<file path="src/rtl/change_dispenser.sv">
// Change dispenser: pays out a requested amount (in nickel units) as single-cycle
// dime/nickel pulses, greedy dimes-first, while tracking on-board coin stock.
module change_dispenser #(
  parameter int unsigned AMOUNT_W   = 5,
  parameter int unsigned CNT_W      = 4,
  parameter int unsigned DIME_CAP   = 15,
  parameter int unsigned NICKEL_CAP = 15,
  parameter int unsigned GAP        = 1
) (
  input  logic                clk,
  input  logic                reset,
  input  logic                io_req_valid,
  output logic                io_req_ready,
  input  logic [AMOUNT_W-1:0] io_req_amount,
  input  logic                io_refill,
  output logic                io_nickel,
  output logic                io_dime,
  output logic                io_done,
  output logic                io_short,
  output logic [CNT_W-1:0]    io_dime_cnt,
  output logic [CNT_W-1:0]    io_nickel_cnt
);

  localparam int unsigned GapW = (GAP > 1) ? $clog2(GAP) : 1;

  typedef enum logic [1:0] {StIdle, StIssue, StGap, StDone} state_e;

  state_e              r_state;
  logic [AMOUNT_W-1:0] r_rem;
  logic                r_short;
  logic [CNT_W-1:0]    r_dime_cnt;
  logic [CNT_W-1:0]    r_nickel_cnt;
  logic [GapW-1:0]     r_gap_cnt;

  logic                w_can_dime;
  logic                w_can_nickel;
  logic [AMOUNT_W-1:0] w_rem_after;

  // Coin decision depends only on registered state, so outputs have no input path.
  assign w_can_dime   = (r_rem >= AMOUNT_W'(2)) && (r_dime_cnt != '0);
  assign w_can_nickel = !w_can_dime && (r_rem != '0) && (r_nickel_cnt != '0);
  assign w_rem_after  = w_can_dime ? (r_rem - AMOUNT_W'(2)) : (r_rem - AMOUNT_W'(1));

  assign io_req_ready  = (r_state == StIdle);
  assign io_dime       = (r_state == StIssue) && w_can_dime;
  assign io_nickel     = (r_state == StIssue) && w_can_nickel;
  assign io_done       = (r_state == StDone);
  assign io_short      = (r_state == StDone) && r_short;
  assign io_dime_cnt   = r_dime_cnt;
  assign io_nickel_cnt = r_nickel_cnt;

  always_ff @(posedge clk or posedge reset) begin
    if (reset) begin
      r_state      <= StIdle;
      r_rem        <= '0;
      r_short      <= 1'b0;
      r_dime_cnt   <= CNT_W'(DIME_CAP);
      r_nickel_cnt <= CNT_W'(NICKEL_CAP);
      r_gap_cnt    <= '0;
    end else begin
      unique case (r_state)
        StIdle: begin
          if (io_refill) begin
            r_dime_cnt   <= CNT_W'(DIME_CAP);
            r_nickel_cnt <= CNT_W'(NICKEL_CAP);
          end
          if (io_req_valid) begin
            r_rem   <= io_req_amount;
            r_short <= 1'b0;
            r_state <= (io_req_amount == '0) ? StDone : StIssue;
          end
        end
        StIssue: begin
          if (w_can_dime || w_can_nickel) begin
            if (w_can_dime) r_dime_cnt <= r_dime_cnt - CNT_W'(1);
            else            r_nickel_cnt <= r_nickel_cnt - CNT_W'(1);
            r_rem <= w_rem_after;
            if (w_rem_after == '0) begin
              r_state <= StDone;
            end else if (GAP > 0) begin
              r_state   <= StGap;
              r_gap_cnt <= GapW'(GAP - 1);
            end
          end else begin
            r_short <= 1'b1;
            r_state <= StDone;
          end
        end
        StGap: begin
          if (r_gap_cnt == '0) r_state <= StIssue;
          else                 r_gap_cnt <= r_gap_cnt - GapW'(1);
        end
        StDone: r_state <= StIdle;
        default: r_state <= StIdle;
      endcase
    end
  end

endmodule
</file>
<file path="config.mk">
export PLATFORM = sky130hd
export DESIGN_NAME = change_dispenser
export DESIGN_NICKNAME = d
export VERILOG_FILES = /design/src/rtl/change_dispenser.sv
export SDC_FILE = /design/constraint.sdc
export NUM_CORES = 1
export LEC_CHECK = 0
export ABC_AREA = 1
export CAP_MARGIN = 20
export CORE_ASPECT_RATIO = 0.7
export CORE_MARGIN = 4
export CORE_UTILIZATION = 56
export CTS_BUF_LIST = sky130_fd_sc_hd__clkbuf_16
export CTS_CLUSTER_SIZE = 16
export DETAILED_ROUTE_END_ITERATION = 16
export GPL_TIMING_DRIVEN = 0
export PLACE_DENSITY = 0.88
export SLEW_MARGIN = 20
export SYNTH_ARGS = -nofsm -noshare
export SYNTH_HDL_FRONTEND = slang
export SYNTH_SLANG_ARGS = --single-unit
</file>
<file path="constraint.sdc">
create_clock -name clk -period 3.4 [get_ports clk]
set_clock_uncertainty 0.1 [all_clocks]
set_input_delay 0.68 -clock clk [delete_from_list [all_inputs] [get_ports clk]]
set_output_delay 0.68 -clock clk [all_outputs]
set_load 0.01 [all_outputs]
</file>
==> Word level (Yosys, flattened, before mapping) <==
Cells that the tools add are included.
{ "word_totals": {"out_inout_bits": 13, "ff_bits": 17, "input_bits": 9, "word_cells": 69} }
{ "op_classes": {"eq_ne": 11, "order_cmp": 1, "reduce_logical": 22, "addsub": 5, "n_mux": 24} }
{ "op_table": {"columns": ["operator", "n"], "rows": [
  ["$mux 4", 5],
  ["$pmux 4 s2", 2],
  ["$mux 5", 3],
  ["$ne 2x2->1 const B", 6],
  ["$logic_not 5->1", 2],
  ["$pmux 5 s2", 1],
  ["$reduce_and 3->1", 3],
  ["$mux 2", 4],
  ["$pmux 2 s4", 1],
  ["$reduce_and 4->1", 2],
  ["$reduce_bool 4->1", 2],
  ["$sub 4x1->4 const B", 2],
  ["$logic_and 1x1->1", 6],
  ["$mux 1", 6],
  ["$ge 5x2->1 const B", 1],
  ["$reduce_bool 5->1", 1],
  ["$sub 5x1->5 const B", 1],
  ["$sub 5x2->5 const B", 1],
  ["$eq 2x2->1 const B", 2],
  ["$ne 2x1->1 const B", 2],
  ["$pmux 1 s2", 2],
  ["$reduce_bool 2->1", 2],
  ["$eq 2x1->1 const B", 1],
  ["$logic_not 2->1", 1],
  ["4 further kinds", 4]
]} }

==> Depth between registers and ports, before layout <==
{ "depth": {"ltp_word": 8, "mapped_depth": 13, "mapped_depth_nobuf": 13} }

==> Worst setup path after synthesis <==
Ideal clock, no wire load.
{ "synth_path": {"path_type": "register to output", "start": "register r_rem[1]", "end": "output port io_nickel", "n_path_buf": 0, "arrival_ns": 1.456, "path_slack_ns": 1.164, "t_required_ns": 2.620, "path_stages_with_launch": 9, "cell_sequence": "dfrtp_1 inv_1 ha_1 nand2_2 nor2_4 nand2_8 nand2_8 nand2_1 nor2_1"} }
{ "synth_via": {"elab_chain_len": 6, "word_cells_on_any_way": 7, "cone_classes": "order compare: 1; reduce/logical: 6"} }
{ "synth_lines": {"columns": ["item", "line", "rtl"], "rows": [
  ["start: declaration", "29", "logic [AMOUNT_W-1:0] r_rem;"],
  ["start signal: assignment", "68", "r_rem <= io_req_amount;"],
  ["start signal: assignment", "77", "r_rem <= w_rem_after;"],
  ["$ge 5x2->1", "40", "assign w_can_dime = (r_rem >= AMOUNT_W'(2)) && (r_dime_cnt != '0);"],
  ["$logic_and 1x1->1", "40", null],
  ["$logic_not 1->1", "41", "assign w_can_nickel = !w_can_dime && (r_rem != '0) && (r_nickel_cnt != '0);"],
  ["$logic_and 1x1->1 (*) (2 in a row)", "41", null],
  ["$logic_and 1x1->1 (*)", "46", "assign io_nickel = (r_state == StIssue) && w_can_nickel;"],
  ["end: declaration", "16", "output logic io_nickel,"]
]} }
Every way passes the cells marked *; elsewhere a longest branch is shown, timed or not.

==> Worst setup path in the final report <==
{ "layout_path": {"start": "register r_dime_cnt[1] (netlist: io_dime_cnt[1])", "end": "output port io_nickel"} }
{ "layout_via": {"elab_chain_len": 6} }
{ "layout_lines": {"columns": ["item", "line", "rtl"], "rows": [
  ["start: declaration", "31", "logic [CNT_W-1:0] r_dime_cnt;"],
  ["start signal: assignment", "57", "r_dime_cnt <= CNT_W'(DIME_CAP);"],
  ["start signal: assignment", "64", "r_dime_cnt <= CNT_W'(DIME_CAP);"],
  ["start signal: assignment", "75", "if (w_can_dime) r_dime_cnt <= r_dime_cnt - CNT_W'(1);"],
  ["$reduce_bool 4->1", "40", null],
  ["$logic_and 1x1->1", "40", null],
  ["$logic_not 1->1", "41", null],
  ["$logic_and 1x1->1 (2 in a row)", "41", null],
  ["$logic_and 1x1->1", "46", null]
]} }
No other way between the ends.

==> reports/summary.md <==
Root buffer cell: sky130_fd_sc_hd__clkbuf_16. The cell accounting for the most synthesized area was sky130_fd_sc_hd__dfstp_2. The number of nets in the synthesized netlist is 178. The count of cells in the finished layout, fillers not included, comes to 218.

The hold-critical path endpoint is io_dime_cnt[3]$_DFFE_PP1P_. The run gives 0 as the initial antenna violation count. The number of DRC markers after the initial detailed-route iteration was 88; the number of diodes added for antenna fixing was 0.

The logs give 63.9% for the power share of the combinational group and 0 for the count of buffers added by post-CTS timing repair for setup. The transition time at the pin with the least slew margin was 0.630 ns; the maximum clock frequency was 313 MHz. The number of hold-slack violations in the final timing report came out at 0.

The worst hold path passes through 2 cells. Wires add up to 3240 um. The tools report the number of pins with negative max-slew slack in the final report as 0. In this run the deepest clock path goes through 2 buffers. The cell area that synthesis handed to floorplanning was 1240 um^2. The average instance in the mapped netlist occupies 7.64 um^2. In this run, distinct cell masters in the synthesized netlist total 28. Counting the buffers created by CTS gives 3. The tools report the global placer's final weighted congestion as 0.865. In the routed layout, each cell is associated on average with a via count of 5.44. In this run the worst hold path is classified as reg2reg. The clock slew seen by the registers of the worst setup and hold paths was 0.05 ns.

For the placeable core region, the log shows 1980 um^2. Setup violations remaining at the end of the flow were counted as 0. Pin placement for this block handled 22 I/O pins. The synthesis-to-finish area growth is 26.2%, and the count of H-tree levels built during CTS is 1. After detailed routing, the average wire length per cell comes to 14.8 um. The critical path data required time was 2.62 ns.

During placement, the flow inserted port buffers numbering 21. The standby leakage power is 0.795 nW, and the via count of the first global-routing pass is 1219. The routed layout has 1186 vias.

The largest fanout of any net on the critical path is 9. Data arrives at the worst endpoint at 2.41 ns. In this run, flip-flops and latches consume 22.8% of the power.

For the final routed database, the setup TNS stands at 0 ns. The run gives 24.3% as the total routing resource utilization after global routing. The capturing point of the worst reg2reg path is r_short$_DFFE_PP0P_. After synthesis, the share of flip-flops with an asynchronous set or reset is 100%. Category of the most critical setup path: reg2out.

Power per cell area: 1120 nW/um^2. The minimum setup slack among reg-to-reg paths was 1.33 ns; the filler cell count was 140. The top cell type by area accounts for 16.9% of the synthesized area. Leaving out fill and tap cells, the most frequent cells in the layout are sky130_fd_sc_hd__nand2_1 (45), sky130_fd_sc_hd__inv_1 (22), sky130_fd_sc_hd__clkdlybuf4s50_1 (21).

The run finished with clean final reports. The clock sink count was 16; the number of nets in the finished design was 204. The launch instance of the worst min-delay path was io_dime_cnt[3]$_DFFE_PP1P_. The register bit count reported by yosys is 16. Yosys printed 0 warnings. The tools report the post-synthesis sequential area ratio as 33.0%. The run gives 0 as the cts-stage hold buffer count. The number of placed instances, taps included, is 214. The tool flagged a number of max-cap violations equal to 0.

The post-cts gate resize count was 0; the chip width was 64.4 um. First-pass GRT wire length: 5550 um. The run gives 13 as the site row count.

The fraction of layout instances using a drive strength above 1 is 18.6%, and the largest net degree at the start of global routing is 17. The worst setup path is captured at an output port. By area the synthesized netlist is led by sky130_fd_sc_hd__dfstp_2 (17%), sky130_fd_sc_hd__dfrtp_1 (16%), sky130_fd_sc_hd__nand2_1 (14%), sky130_fd_sc_hd__nand2_4 (7.2%), sky130_fd_sc_hd__inv_1 (6.6%). Measured in cells, the most critical reg-to-reg path has a length of 8. The worst setup path is launched from a flop.

The first detailed-routing pass took 4 iterations. Setup repair after global routing left no endpoint under its margin. The floorplan step defined a die boundary enclosing 3050 um^2. In this run the critical register-to-register path is launched from io_dime_cnt[0]$_DFFE_PP1P_.

The initial utilization of the core area, before any placement, comes to 62.7%. The run gives 163 as the synthesized instance count. Number of flops mapped to enable cells by yosys: 0.

The worst-case IR drop observed on VDD is 0.550 mV. The final critical path takes up 93.9% of the cycle. Headroom to the max-slew limit came out at 57.9%. The clock network burns 13.3% of the power. The count of nets left with antenna violations once routing finished came out at 0.

At the later pin of the worst-skew pair, clock insertion delay measures 0.25 ns. TritonCTS built the clock tree. Of the total power, the share spent switching nets is 49.3%. The most used flip-flop cell after synthesis is sky130_fd_sc_hd__dfstp_2.

Detailed placement ended at an HPWL of 2380 um. In the routed design, unresolved DRC markers number 0. The internal power of the cells totals 0.891 mW. The library cell used most frequently in the layout, excluding fill and tap cells, is sky130_fd_sc_hd__nand2_1. The die outline height was 47.5 um; the total overflow reported by the global router was 0. The analysis attributes to net switching a power of 0.867 mW. Shortest period the worst path allows: 3.19 ns.
## worst max path at each step
| stage | startpoint | end | slack, ns | cells after the start |
|---|---|---|---|---|
| 2_1_floorplan | r_rem[1]$_DFFE_PP0P_ | io_nickel | 1.16 | 8 |
| 3_3_place_gp | r_rem[1]$_DFFE_PP0P_ | io_nickel | 0.56 | 9 |
| 3_5_place_dp | r_rem[1]$_DFFE_PP0P_ | io_nickel | 0.52 | 9 |
| 4_1_cts | r_rem[1]$_DFFE_PP0P_ | io_nickel | 0.24 | 9 |
| 5_1_grt | r_rem[1]$_DFFE_PP0P_ | io_nickel | 0.03 | 9 |
| 6_report | io_dime_cnt[1]$_DFFE_PP1P_ | io_nickel | 0.21 | 7 |
## routing by layer
metal	part of all wire [%]	track usage, %	up-vias
met4	2.9	12.6	0
met3	9.2	5.87	15
met1	41	29.5	524
met2	47	42.0	81
li1	-	-	566
met5	0	0	-
## power groups by stage
stage	combinational [mW]	sequential, mW	clock (mW)
finish	1.12	0.401	0.233
global route	1.24	0.411	0.244
CTS	1.12	0.397	0.232
detailed placement	1.09	0.397	0
global placement	1.03	0.391	0
floorplan	0.772	0.403	0
## worst max-delay path, stage by stage, from the launching register on
cell	delay, ns
sky130_fd_sc_hd__dfstp_2	0.36
sky130_fd_sc_hd__inv_1	0.11
sky130_fd_sc_hd__ha_1	0.24
sky130_fd_sc_hd__nand3_1	0.35
sky130_fd_sc_hd__nand2_8	0.25
sky130_fd_sc_hd__nand2_1	0.18
sky130_fd_sc_hd__nor2_1	0.12
sky130_fd_sc_hd__clkdlybuf4s50_1	0.54
## flip-flops by register name, indices dropped and copies added, names as in the netlist
name,cells
io_nickel_cnt,4
r_state,2
io_dime_cnt,4
r_rem,5
r_short,1
## cells in the mapped netlist (2+ instances only)
cell                      count
sky130_fd_sc_hd__nor2_2       2
sky130_fd_sc_hd__nor2_4       3
sky130_fd_sc_hd__dfstp_2      8
sky130_fd_sc_hd__nand2_1     45
sky130_fd_sc_hd__a21oi_1      5
sky130_fd_sc_hd__nand3_1     16
sky130_fd_sc_hd__xor2_1       3
sky130_fd_sc_hd__nor2_1      10
sky130_fd_sc_hd__dfrtp_1      8
sky130_fd_sc_hd__o21ai_2      2
sky130_fd_sc_hd__inv_1       22
sky130_fd_sc_hd__a22oi_2      2
sky130_fd_sc_hd__nand2_8      2
sky130_fd_sc_hd__nand2_4      8
sky130_fd_sc_hd__o21ai_1      7
sky130_fd_sc_hd__o21ai_0      2
sky130_fd_sc_hd__ha_1         6
sky130_fd_sc_hd__inv_2        2
## stage by stage
step / total power [mW] / cell area [um^2] / hold WS, ns / worst slack (ns) / utilization (%)
6_report: 1.76 / 1570 / 0.382 / 0.207 / 79.2
5_1_grt: 1.90 / 1570 / 0.410 / 0.0345 / 79.2
4_1_cts: 1.75 / 1570 / 0.384 / 0.241 / 79.2
3_5_place_dp: 1.49 / 1490 / 0.376 / 0.520 / 75.2
3_3_place_gp: 1.43 / 1490 / 0.369 / 0.560 / 75.2
2_1_floorplan: 1.18 / 1240 / 0.382 / 1.16 / -
## final cells by class
class	count	area, um^2	share of cell area [%]
Multi-Input combinational cell	121	734	46.7
Sequential cell	16	410	26.1
Tap cell	30	37.5	2.39
Timing Repair Buffer	21	210	13.4
Clock inverter	1	3.75	0.239
Clock buffer	3	75.1	4.78
Inverter	25	96.3	6.13
Buffer	1	3.75	0.239
## kinds of logic after synthesis
kind of cell | after synthesis | synth area share, %
AND/OR/NAND/NOR | 91 | 39.7
buffers and inverters | 26 | 8.04
AO/OA/AOI/OAI | 20 | 10.5
flip-flops | 16 | 33.0
adder cells (fa/ha/maj) | 6 | 6.03
XOR/XNOR | 4 | 2.81
No activity file was read; power rests on OpenSTA's default activity.
